File: src/rtl/mdu_iter_unit.sv
// Multiply/divide unit for the integer issue path.
// Handles one MULT/MULTU/DIV/DIVU at a time through a pipelined multiplier
// or a radix-2 restoring divider. It writes HI then LO through a single
// back-pressured write port.
module mdu_iter_unit #(
    parameter int XLEN    = 32,
    parameter int MUL_LAT = 3,
    parameter int PRF_W   = 6,
    parameter int ROB_W   = 6
) (
    input  logic             clk,
    input  logic             rst,
    input  logic             in_valid,
    output logic             in_ready,
    input  logic [1:0]       in_op,
    input  logic [XLEN-1:0]  in_rs0,
    input  logic [XLEN-1:0]  in_rs1,
    input  logic [PRF_W-1:0] in_hi_prf,
    input  logic [PRF_W-1:0] in_lo_prf,
    input  logic [ROB_W-1:0] in_hi_rob,
    input  logic [ROB_W-1:0] in_lo_rob,
    input  logic             flush,
    output logic             wb_valid,
    input  logic             wb_ready,
    output logic [PRF_W-1:0] wb_prf,
    output logic [XLEN-1:0]  wb_data,
    output logic [ROB_W-1:0] wb_rob,
    output logic             busy
);

    localparam int CW = $clog2(XLEN + MUL_LAT + 1);

    typedef enum logic [2:0] {
        S_IDLE,
        S_MUL_WAIT,
        S_DIV_RUN,
        S_DIV_FIX,
        S_WB_HI,
        S_WB_LO
    } state_t;

    state_t r_state, w_state_nxt;

    logic [CW-1:0]     r_cnt;
    logic [PRF_W-1:0]  r_hi_prf, r_lo_prf;
    logic [ROB_W-1:0]  r_hi_rob, r_lo_rob;
    logic [2*XLEN-1:0] r_pipe [MUL_LAT];
    logic [XLEN-1:0]   r_rem, r_quo, r_dvs, r_dividend, r_lo_res;
    logic              r_qneg, r_rneg, r_dzero;
    logic              r_wb_valid;
    logic [PRF_W-1:0]  r_wb_prf;
    logic [XLEN-1:0]   r_wb_data;
    logic [ROB_W-1:0]  r_wb_rob;

    logic              w_accept, w_signed, w_neg_a, w_neg_b;
    logic              w_mul_done, w_div_done, w_ge;
    logic [2*XLEN-1:0] w_mul_a, w_mul_b, w_prod;
    logic [XLEN-1:0]   w_abs_a, w_abs_b, w_q_fix, w_r_fix;
    logic [XLEN:0]     w_shift, w_diff;

    // in_op[0] clear selects the signed flavour for both MULT and DIV
    assign w_accept   = (r_state == S_IDLE) && in_valid && !flush;
    assign w_signed   = ~in_op[0];
    assign w_neg_a    = w_signed & in_rs0[XLEN-1];
    assign w_neg_b    = w_signed & in_rs1[XLEN-1];
    assign w_mul_a    = {{XLEN{w_neg_a}}, in_rs0};
    assign w_mul_b    = {{XLEN{w_neg_b}}, in_rs1};
    assign w_prod     = w_mul_a * w_mul_b;
    assign w_abs_a    = w_neg_a ? -in_rs0 : in_rs0;
    assign w_abs_b    = w_neg_b ? -in_rs1 : in_rs1;
    assign w_mul_done = (r_cnt == CW'(MUL_LAT - 1));
    assign w_div_done = (r_cnt == CW'(XLEN - 1));

    // One restoring step: shift the next dividend bit in, subtract if it fits
    assign w_shift = {r_rem, r_quo[XLEN-1]};
    assign w_diff  = w_shift - {1'b0, r_dvs};
    assign w_ge    = ~w_diff[XLEN];

    // Division by zero overrides the sign fix-up; MIN/-1 falls out naturally
    assign w_q_fix = r_dzero ? '1 : (r_qneg ? -r_quo : r_quo);
    assign w_r_fix = r_dzero ? r_dividend : (r_rneg ? -r_rem : r_rem);

    assign in_ready = (r_state == S_IDLE);
    assign busy     = (r_state != S_IDLE);
    assign wb_valid = r_wb_valid;
    assign wb_prf   = r_wb_prf;
    assign wb_data  = r_wb_data;
    assign wb_rob   = r_wb_rob;

    // State register
    always_ff @(posedge clk) begin
        if (!rst) r_state <= S_IDLE;
        else      r_state <= w_state_nxt;
    end

    // Next-state logic; flush returns to IDLE from anywhere
    always_comb begin
        w_state_nxt = r_state;
        if (flush) begin
            w_state_nxt = S_IDLE;
        end else begin
            case (r_state)
                S_IDLE:     if (in_valid) w_state_nxt = in_op[1] ? S_DIV_RUN : S_MUL_WAIT;
                S_MUL_WAIT: if (w_mul_done) w_state_nxt = S_WB_HI;
                S_DIV_RUN:  if (w_div_done) w_state_nxt = S_DIV_FIX;
                S_DIV_FIX:  w_state_nxt = S_WB_HI;
                S_WB_HI:    if (wb_ready) w_state_nxt = S_WB_LO;
                S_WB_LO:    if (wb_ready) w_state_nxt = S_IDLE;
                default:    w_state_nxt = S_IDLE;
            endcase
        end
    end

    // Multiplier pipeline: stage 0 captures the product at accept
    always_ff @(posedge clk) begin
        if (!rst) begin
            for (int unsigned i = 0; i < MUL_LAT; i++) r_pipe[i] <= '0;
        end else begin
            if (w_accept) r_pipe[0] <= w_prod;
            for (int unsigned i = 1; i < MUL_LAT; i++) r_pipe[i] <= r_pipe[i-1];
        end
    end

    // Operand latch, shared cycle counter and divider iteration
    always_ff @(posedge clk) begin
        if (!rst) begin
            r_cnt      <= '0;
            r_hi_prf   <= '0;
            r_lo_prf   <= '0;
            r_hi_rob   <= '0;
            r_lo_rob   <= '0;
            r_rem      <= '0;
            r_quo      <= '0;
            r_dvs      <= '0;
            r_dividend <= '0;
            r_qneg     <= 1'b0;
            r_rneg     <= 1'b0;
            r_dzero    <= 1'b0;
        end else if (w_accept) begin
            r_cnt      <= '0;
            r_hi_prf   <= in_hi_prf;
            r_lo_prf   <= in_lo_prf;
            r_hi_rob   <= in_hi_rob;
            r_lo_rob   <= in_lo_rob;
            r_rem      <= '0;
            r_quo      <= w_abs_a;
            r_dvs      <= w_abs_b;
            r_dividend <= in_rs0;
            r_qneg     <= w_neg_a ^ w_neg_b;
            r_rneg     <= w_neg_a;
            r_dzero    <= (in_rs1 == '0);
        end else if (r_state == S_MUL_WAIT) begin
            r_cnt <= r_cnt + CW'(1);
        end else if (r_state == S_DIV_RUN) begin
            r_cnt <= r_cnt + CW'(1);
            r_rem <= w_ge ? w_diff[XLEN-1:0] : w_shift[XLEN-1:0];
            r_quo <= {r_quo[XLEN-2:0], w_ge};
        end
    end

    // Registered write-back port: load HI on entry, swap to LO on handshake
    always_ff @(posedge clk) begin
        if (!rst) begin
            r_wb_valid <= 1'b0;
            r_wb_prf   <= '0;
            r_wb_data  <= '0;
            r_wb_rob   <= '0;
            r_lo_res   <= '0;
        end else if (flush) begin
            r_wb_valid <= 1'b0;
        end else begin
            case (r_state)
                S_MUL_WAIT: if (w_mul_done) begin
                    r_wb_valid <= 1'b1;
                    r_wb_prf   <= r_hi_prf;
                    r_wb_rob   <= r_hi_rob;
                    r_wb_data  <= r_pipe[MUL_LAT-1][2*XLEN-1:XLEN];
                    r_lo_res   <= r_pipe[MUL_LAT-1][XLEN-1:0];
                end
                S_DIV_FIX: begin
                    r_wb_valid <= 1'b1;
                    r_wb_prf   <= r_hi_prf;
                    r_wb_rob   <= r_hi_rob;
                    r_wb_data  <= w_r_fix;
                    r_lo_res   <= w_q_fix;
                end
                S_WB_HI: if (wb_ready) begin
                    r_wb_prf  <= r_lo_prf;
                    r_wb_rob  <= r_lo_rob;
                    r_wb_data <= r_lo_res;
                end
                S_WB_LO: if (wb_ready) r_wb_valid <= 1'b0;
                default: ;
            endcase
        end
    end

endmodule

File: config.mk
export PLATFORM = sky130hd
export DESIGN_NAME = mdu_iter_unit
export DESIGN_NICKNAME = d
export VERILOG_FILES = /design/src/rtl/mdu_iter_unit.sv
export SDC_FILE = /design/constraint.sdc
export NUM_CORES = 2
export LEC_CHECK = 0
export CAP_MARGIN = 5
export CORE_UTILIZATION = 56
export CTS_CLUSTER_DIAMETER = 40
export CTS_CLUSTER_SIZE = 40
export DETAILED_ROUTE_END_ITERATION = 7
export PLACE_DENSITY = 0.75
export SYNTH_ARGS = -nofsm -noshare
export SYNTH_HDL_FRONTEND = slang
export SYNTH_SLANG_ARGS = --single-unit
File: constraint.sdc
create_clock -name clk -period 9.4 [get_ports clk]
set_input_delay 1.41 -clock clk [delete_from_list [all_inputs] [get_ports clk]]
set_output_delay 1.41 -clock clk [all_outputs]
set_load 0.1 [all_outputs]
==> results.json <==
{
  "synth_top_area_share": 0.385,
  "layout-drive-gt1-share": 0.0786,
  "yosysWarnings": 0,
  "gr-usage-met3": 0.0396,
  "vias_per_cell": 5.62,
  "yosys.area.top_type": "fa_1",
  "chipWidth_um": 325,
  "cts.clk_slew.worst_paths_ps": 60,
  "antenna_found_initial": 13,
  "synth_area_leaders": "fa_1 38%, edfxtp_1 9.8%, dfxtp_1 8.2%, inv_1 7.3%, nand2_1 6.5%",
  "firstDrtPassIters": 6,
  "nets": 8101,
  "fmax_ghz": 0.112,
  "die_y_um": 325,
  "fillers": 8489,
  "synth_edf_count": 192,
  "multi_input_area_um2": 42700,
  "crit_path_end_kind": "flop",
  "critPathKind": "in2reg",
  "grt.busiest_layer": "met2",
  "cts_buffer_depth": 3,
  "start_util": 0.565,
  "grt_pass1_wl_mm": 264,
  "status": "completed",
  "grt_pass1_vias": 48800,
  "clk-insertion-delay-late_ps": 630,
  "cts.htree.levels": 2,
  "first_iter_violations": 3878,
  "final-max-slew-violation-count": 0,
  "ant_nets": 0,
  "cp_common_cell": "fa_1",
  "finalWirelength_mm": 162,
  "detailed_place_hpwl_mm": 129,
  "cts_tree": "yes",
  "startpoint_type": "input port",
  "use_met2": 0.545,
  "period_share": 0.949,
  "path_buf_inv": 8,
  "synth_cell_types": 83,
  "slowest_stage": "clkdlybuf4s50_1",
  "portBuffers": 141,
  "slew_headroom": 0.201,
  "synthFlopType": "dfxtp_1",
  "crit_fanout": 22,
  "fin_crit_ps": 8930,
  "grt_overflow": 0,
  "wl_per_cell_um": 20.0,
  "grt_max_degree": 151,
  "ios": 142,
  "via_count": 45400,
  "tightestPinTransition_ps": 1200,
  "cp.required_ps": 9790,
  "worstPathArrival_ps": 9310,
  "globalRouteMet1Util": 0.401,
  "cts.sinks": 433,
  "synthesis.area_um2": 58600,
  "synthesis.instances": 6358,
  "core.rowCount": 118,
  "syn_avg_cell_area_um2": 9.21,
  "ctsHoldBuffers": 0,
  "cap_violations": 0,
  "fin_util": 0.640,
  "cp_top_family": "adder cells",
  "ys_ff_latch": 433,
  "hold_class": "reg2reg",
  "core_um2": 104000,
  "setup_viol": 0,
  "area_growth_pct": 13.2,
  "cts_buffers": 60,
  "cts_root_buffer": "clkbuf_16",
  "seqCellArea_um2": 10600,
  "skew_ps": 20.8,
  "grtUsageTotal": 0.318,
  "slowest_delay_ps": 740,
  "rsz0062_at_grt": "no",
  "yosysSeqAreaShare": 0.181,
  "die-area_um2": 106000,
  "synthArstFlopShare": 0,
  "drc": 0,
  "hold_violations": 0,
  "routabilityCongestion": 0.937
}
[cells in the mapped netlist (38+ instances only)]
library cell and n:
clkbuf_1 353, a21oi_1 264, a22oi_1 53, a211oi_1 53, edfxtp_1 192, and2_1 487
dfxtp_1 241, ha_1 250, nand2_1 1016, a21o_1 51, inv_1 1132, o21ai_0 148
xor2_1 91, nor2_1 224, xnor2_1 121, fa_1 1126, mux2i_1 38, buf_1 62
[cell usage in the layout (no fill, tap or decap), drive strengths merged, types with 33 or more instances in the layout]
cell type	instances
a211oi	54
a21o	51
a21oi	264
a22oi	53
a31oi	34
and2	487
buf	373
clkbuf	68
clkdlybuf4s50	129
conb	128
dfxtp	241
edfxtp	192
fa	1126
ha	250
inv	1156
mux2i	38
nand2	1016
nand3	35
nor2	224
o21ai	150
o31ai	33
xnor2	122
xor2	92
[area by class of cell]
type	count	area share
well taps	1380	0.0260
inverters	1133	0.0642
repair buffers	502	0.0732
flip-flops and latches	433	0.160
multi-input cells	4500	0.644
clock buffers	68	0.0239
diodes	6	0.000226
clock inverters	45	0.00895
[stage by stage]
stage                     hold WS, ps  setup slack, ps  TNS (ps)  instance area, um2  std cells
after floorplan                   432             9.89         0               59000       6485
after global placement            441             -207      -521               64100       7948
after detailed placement          445             -165      -852               64100       7948
after CTS                         455              490         0               66300       8061
after global routing              473             31.6         0               66300       8061
final                             453              475         0               66300       8067
[metal layers]
layer	up-vias	routed length (um)
li1	20100	-
met1	23000	61500
met2	1813	79700
met3	457	11500
met4	10	8920
met5	-	64
[final timing paths]
kind                                     from                           to  slack (ps)  cells past startpoint
hold reg to reg   r_dividend[30]$_SDFFE_PN0P_  r_dividend[30]$_SDFFE_PN0P_         450                      2
setup / recovery                   in_rs0[11]  r_pipe[0][60]$_SDFFCE_PN0P_         470                     28
setup reg to reg        r_rem[0]$_SDFFE_PP0P_       r_rem[27]$_SDFFE_PP0P_        5040                     12
hold / removal    r_dividend[30]$_SDFFE_PN0P_  r_dividend[30]$_SDFFE_PN0P_         450                      2
[cells by family (layout without fill, tap and decap cells)]
family | Yosys count | after routing | synth area share
XOR/XNOR | 214 | 214 | 0.0323
multiplexers | 38 | 38 | 0.00649
adder cells (fa/ha/maj) | 1376 | 1376 | 0.438
flip-flops | 433 | 433 | 0.181
AND/OR/NAND/NOR | 1960 | 1960 | 0.157
buffers and inverters | 1552 | 1748 | 0.0997
AO/OA/AOI/OAI | 784 | 784 | 0.0854
other | 1 | 134 | 0.0000640
[worst min-delay path: cells and delay by family, from the launching register on]
family             cells  cell delay [ps]
DFF                    1              300
and+or+nand+nor        1               50
AOI/OAI and AO/OA      1               50
[state kept, by name, indices dropped and copies added (netlist names), 32 cells and up]
register    count
r_rem          32
r_dividend     32
wb_data        32
r_lo_res       32
r_pipe        192
r_quo          32
r_dvs          32
[what timing repair did]
item	in CTS	in global routing
endpoints found under the hold margin	0	0
setup endpoints to repair	0	1
buffers inserted	0	0
gates resized for setup	0	1
Power is not shown: default switching activity piles up to over one toggle a cycle in this logic, so the estimate is an artifact.
